--- config.mk ---
export PLATFORM = sky130hd
export DESIGN_NAME = tlc_sensor_conditioner
export DESIGN_NICKNAME = d
export VERILOG_FILES = /design/src/rtl/tlc_sensor_conditioner.sv
export SDC_FILE = /design/constraint.sdc
export NUM_CORES = 1
export LEC_CHECK = 0
export BUFFER_PORTS_ARGS = -buffer_cell sky130_fd_sc_hd__buf_2
export CAP_MARGIN = 20
export CORE_MARGIN = 3
export CORE_UTILIZATION = 50
export CTS_CLUSTER_DIAMETER = 50
export DETAILED_ROUTE_END_ITERATION = 7
export HOLD_SLACK_MARGIN = 0.02
export PLACE_DENSITY_LB_ADDON = 0.08
export SYNTH_ARGS = -nofsm -noshare
export SYNTH_HDL_FRONTEND = slang
export SYNTH_SLANG_ARGS = --single-unit
--- constraint.sdc ---
create_clock -name clk -period 2 [get_ports clk]
set_clock_uncertainty 0.15 [all_clocks]
set_input_delay 0.1 -clock clk [delete_from_list [all_inputs] [get_ports clk]]
set_output_delay 0.1 -clock clk [all_outputs]
set_load 0.05 [all_outputs]
--- src/rtl/tlc_sensor_conditioner.sv ---
// Farm-road sensor conditioner: synchronizes and debounces the raw vehicle
// sensor, turns accepted arrivals into a request for the traffic-light
// controller and handshakes with the farm-green phase.
module tlc_sensor_conditioner #(
    parameter int DEBOUNCE = 16,   // stable cycles needed to accept a level change (2..1023)
    parameter int HOLDOFF  = 8,    // quiet cycles after farm green ends (1..255)
    parameter int MAX_WAIT = 1000  // req_age threshold for req_overdue (1..65535)
) (
    input  logic        clk,
    input  logic        rst_n,
    input  logic        sensor_raw,
    input  logic        farm_green,
    input  logic        count_clr,
    output logic        veh_req,
    output logic [7:0]  veh_count,
    output logic [15:0] req_age,
    output logic        req_overdue
);

    localparam logic [9:0]  DB_LAST   = 10'(DEBOUNCE - 1);
    localparam logic [7:0]  HOLD_LOAD = 8'(HOLDOFF - 1);
    localparam logic [15:0] WAIT_LIM  = 16'(MAX_WAIT);

    typedef enum logic [1:0] {
        IDLE  = 2'd0,
        REQ   = 2'd1,
        SERVE = 2'd2,
        HOLD  = 2'd3
    } state_t;

    logic        sync1_q;
    logic        sync2_q;
    logic        s_filt_q;
    logic [9:0]  db_cnt_q;
    logic        arrive_q;
    state_t      state_q;
    state_t      state_d;
    logic [7:0]  hold_q;
    logic        pending_q;
    logic        veh_req_q;
    logic [7:0]  count_q;
    logic [15:0] age_q;
    logic        overdue_q;

    // Two-flop synchronizer for the asynchronous sensor; sync2_q is s_sync.
    always_ff @(posedge clk or negedge rst_n) begin
        if (!rst_n) begin
            sync1_q <= 1'b0;
            sync2_q <= 1'b0;
        end else begin
            sync1_q <= sensor_raw;
            sync2_q <= sync1_q;
        end
    end

    // Debounce: count cycles s_sync disagrees with s_filt, flip on the DEBOUNCE-th
    // and emit a one-cycle arrival pulse only for a rising flip.
    always_ff @(posedge clk or negedge rst_n) begin
        if (!rst_n) begin
            s_filt_q <= 1'b0;
            db_cnt_q <= '0;
            arrive_q <= 1'b0;
        end else begin
            arrive_q <= 1'b0;
            if (sync2_q == s_filt_q) begin
                db_cnt_q <= '0;
            end else if (db_cnt_q == DB_LAST) begin
                s_filt_q <= ~s_filt_q;
                db_cnt_q <= '0;
                arrive_q <= ~s_filt_q;
            end else begin
                db_cnt_q <= db_cnt_q + 10'd1;
            end
        end
    end

    // Next phase of the request handshake with the controller.
    always_comb begin
        state_d = state_q;
        case (state_q)
            IDLE:    if (arrive_q) state_d = farm_green ? SERVE : REQ;
            REQ:     if (farm_green) state_d = SERVE;
            SERVE:   if (!farm_green) state_d = HOLD;
            HOLD: begin
                if (farm_green)          state_d = SERVE;
                else if (hold_q == 8'd0) state_d = (pending_q || s_filt_q) ? REQ : IDLE;
            end
            default: state_d = IDLE;
        endcase
    end

    // Phase register with registered request, holdoff timer, pending flag and request age.
    always_ff @(posedge clk or negedge rst_n) begin
        if (!rst_n) begin
            state_q   <= IDLE;
            veh_req_q <= 1'b0;
            hold_q    <= '0;
            pending_q <= 1'b0;
            age_q     <= '0;
            overdue_q <= 1'b0;
        end else begin
            state_q   <= state_d;
            veh_req_q <= (state_d == REQ);

            if (state_q == SERVE && state_d == HOLD)
                hold_q <= HOLD_LOAD;
            else if (state_q == HOLD && hold_q != 8'd0)
                hold_q <= hold_q - 8'd1;

            // An arrival seen while the farm road is being served (or just was)
            // must be re-requested once the holdoff expires.
            if (state_q == HOLD && state_d != HOLD)
                pending_q <= 1'b0;
            else if (arrive_q && (state_q == SERVE || state_q == HOLD))
                pending_q <= 1'b1;

            // Age counts cycles the request has been up, so it is 1 in the first REQ cycle.
            if (state_d == REQ)
                age_q <= (age_q == 16'hFFFF) ? age_q : age_q + 16'd1;
            else
                age_q <= '0;

            overdue_q <= (age_q >= WAIT_LIM);
        end
    end

    // Saturating arrival counter; clear wins over a coincident arrival.
    always_ff @(posedge clk or negedge rst_n) begin
        if (!rst_n) begin
            count_q <= '0;
        end else if (count_clr) begin
            count_q <= '0;
        end else if (arrive_q && count_q != 8'hFF) begin
            count_q <= count_q + 8'd1;
        end
    end

    assign veh_req     = veh_req_q;
    assign veh_count   = count_q;
    assign req_age     = age_q;
    assign req_overdue = overdue_q;

endmodule

==> results.cfg <==
[critical_path]
worst-r2r-setup-slack_ns = 0.008
crit_fanout = 17
cp_data_required_time_ns = 2.06
worst_r2r_path_depth = 7
worstSetupPathType = flop to flop
timing.critical_path.from_type = flop
regToRegEndpoint = req_age[4]
critical_path.endpoint_type = flop
r2r-start = hold_q[0]
data_arrival_critical_path_ns = 2.05

[placed_design]
dp_hpwl_mm = 3.94
dpl_cell_area_sq_um = 3050
place_congestion = 0.817
numPortBuffers = 30

[timing]
timing.final.setup_violations = 0
timing.final.crit_share = 0.996
relSlewSlack = 0.672
slew_violations = 0
fmax_ghz = 0.502
max_slew.worst_pin.slew_ns = 0.492
period_minus_ws_final_ns = 1.99
hold_violations = 0
rsz0062_at_grt = true
worst_hold_margin_ns = 0.134

[detailed_routing]
post_drt_via_cell_ratio = 5.42
drt_wl_total_mm = 5.74
route.detailed.drc = 0
avgRoutedWirePerCell_um = 14.1
drt_pass1_iterations = 4
antenna_violating_nets_post_route = 0
detail_route.iter0.violations = 101
routed-via-count = 2211

[hold_path]
hp-class = input pin to asynchronous set/reset pin

[floorplanning]
row_count = 25
die_height_um = 77.5
core_sq_um = 4820
die_boundary_width_um = 77.5
dieArea_sq_um = 6000
ios = 31
floorplan.initialDensity = 0.530

[logic_synthesis]
number_of_instances_in_the_synthesized_netlist = 260
post_synth_main_area_contributors = sky130_fd_sc_hd__dfrtp_1 50%, sky130_fd_sc_hd__nor2_1 4.4%, sky130_fd_sc_hd__xor2_1 4.1%
largest_family_of_logic_cells_by_synthesized_area = simple AND/OR/NAND/NOR gates
syn_avg_cell_area_sq_um = 9.82
synth-xor-area-share = 0.0617
yosysSeqAreaShare = 0.500
number_of_distinct_standard_cells_referenced_by_the_synthesized_netlist = 46
synth-compound-area-share = 0.120
synth.area.mux_share = 0.0162
yosysTopAreaCellShare = 0.500
synth.cell_area_sq_um = 2550
synth_seq_cells = 51
synth-warning-count = 0
synth_nets = 270
synth_simple_gate_area_frac = 0.259
synth_area_leader_cell = sky130_fd_sc_hd__dfrtp_1
adder_and_majority_gate_portion_of_the_synthesized_area = 0.0245

[power]
total_switching_power_uw = 653
comb_power_share = 0.250
design_power_total_mw = 2.34
power_switching_share = 0.280
clock_power_share = 0.266
vdd_drop_max_uv = 584
power_frac_seq = 0.484
total_leakage_power_nw = 1.49
internal-power_mw = 1.68
power.density_nw_per_um2 = 699

[global_routing]
globalRoute.totalOverflow = 0
grt_pass1_wl_mm = 9.87
grt_pass1_vias = 2167
maximum_number_of_pins_on_one_net_before_global_route_repair = 33
track_usage = 0.201
grt_antenna_before_repair = 0

[outcome]
outcome = completed

[final_layout]
layout_common_cells = 42 x sky130_fd_sc_hd__dfrtp_1, 39 x sky130_fd_sc_hd__buf_4, 30 x sky130_fd_sc_hd__nor2_1, 30 x sky130_fd_sc_hd__buf_2, 19 x sky130_fd_sc_hd__nand2_1
post_route_cells_drive_above_1_share = 0.334
layout_commonest_cell = sky130_fd_sc_hd__dfrtp_1
antenna_cells_inserted = 0
final_design_area_no_fill_sq_um = 3340
finish.net_count = 350
areaGrowthSynthToFinish_pct = 30.9

[clock_tree]
clock-sinks = 51
numCtsBuffers = 5
clock_tree.root_cell = sky130_fd_sc_hd__clkbuf_8
worst_setup_hold_path_clk_slew_ns = 0.10
worstSkewPairLatency_ns = 0.30
clk_path_buf_depth = 2
cts_tree = built
clock_tree.htree_level_count = 2

[job]
drv.max_cap_violation_count = 0
## layer usage
| layer | vias to the layer above | GRT usage | wire, um |
|---|---|---|---|
| met5 | - | 0 | 0 |
| met4 | 0 | 0.0534 | 35 |
| met3 | 2 | 0.0313 | 147 |
| met2 | 25 | 0.325 | 2740 |
| met1 | 1072 | 0.283 | 2810 |
| li1 | 1112 | - | - |
## stage by stage
step	TNS, ns	setup WS, ns	utilization	std cells
after floorplan	-0.0102	-0.0102	-	260
after global placement	-0.887	-0.0823	0.633	387
after detailed placement	-1.58	-0.125	0.633	387
after CTS	0	0.00751	0.676	404
after global routing	-0.302	-0.0542	0.694	408
final	0	0.00809	0.694	408
## repair_timing
item	4_1_cts	5_1_grt
setup buffers	5	4
setup endpoints to repair	30	22
gates resized for setup	8	10
hold buffers	4	0
endpoints found under the hold margin	65	0
pin swaps	3	2
cloned	0	0
## cells by family (layout without fill, tap and decap cells)
logic type      after synthesis  after routing
xor+xnor                     18             18
mux                           4              4
fa+ha+maj                     5              5
compound gates               49             49
simple gates                122            122
flops                        51             51
buf+inv                      11             92
## power groups by stage
stage | sequential, mW | combinational, mW | clock (mW)
floorplan | 1.16 | 0.207 | 0
global placement | 1.14 | 0.421 | 0
detailed placement | 1.15 | 0.426 | 0
CTS | 1.13 | 0.523 | 0.650
global route | 1.14 | 0.641 | 0.673
finish | 1.13 | 0.584 | 0.621
## cells in the mapped netlist, drive strengths merged
master	n
o2111ai	1
nand3	17
nand4	5
ha	5
xor2	12
a21o	1
mux2i	3
o211ai	3
or4b	2
nor2	30
o21ai	14
nand2	20
inv	8
a311oi	2
a21oi	18
nor2b	1
o31ai	3
nor4bb	2
and4	3
nand2b	1
nor4	5
or4	7
o311ai	2
or3	4
a31oi	1
dfrtp	51
xnor2	6
and3	3
nor3b	1
a211oi	3
and2	3
buf	3
o41ai	1
nor3	15
mux2	1
nor4b	1
or2	2
## how the worst max path moves through the flow
stage	start	to	slack (ns)	cells after the start
2_1_floorplan	req_age[9]	req_age[7]	-0.01	4
3_5_place_dp	hold_q[0]	req_age[4]	-0.12	6
3_3_place_gp	hold_q[0]	req_age[4]	-0.08	6
5_1_grt	hold_q[0]	hold_q[2]	-0.05	8
4_1_cts	hold_q[0]	hold_q[2]	0.008	8
6_report	hold_q[0]	req_age[4]	0.008	7
## critical path, stage by stage (launching register included)
cell	delay, ns
sky130_fd_sc_hd__dfrtp_1	0.40
sky130_fd_sc_hd__inv_2	0.08
sky130_fd_sc_hd__ha_4	0.12
sky130_fd_sc_hd__or4b_4	0.48
sky130_fd_sc_hd__o21ai_4	0.18
sky130_fd_sc_hd__nand4_4	0.12
sky130_fd_sc_hd__buf_12	0.18
sky130_fd_sc_hd__a211oi_1	0.17
## registers in the layout, summed over array words and instances, names as in the netlist
| name | flops |
|---|---|
| db_cnt_q | 10 |
| req_overdue | 1 |
| s_filt_q | 1 |
| veh_req | 1 |
| hold_q | 8 |
| arrive_q | 1 |
| state_q | 2 |
| req_age | 16 |
| pending_q | 1 |
| sync2_q | 1 |
| sync1_q | 1 |
| veh_count | 8 |
## area by class of cell
type | instances | area (sq um)
clock buffers | 7 | 86.3
well taps | 67 | 83.8
multi-input cells | 198 | 1310
fillers | 416 | 1480
flip-flops and latches | 51 | 1290
repair buffers | 76 | 534
clock inverters | 1 | 8.76
inverters | 8 | 30.0
No activity file was read; power rests on OpenSTA's default activity.
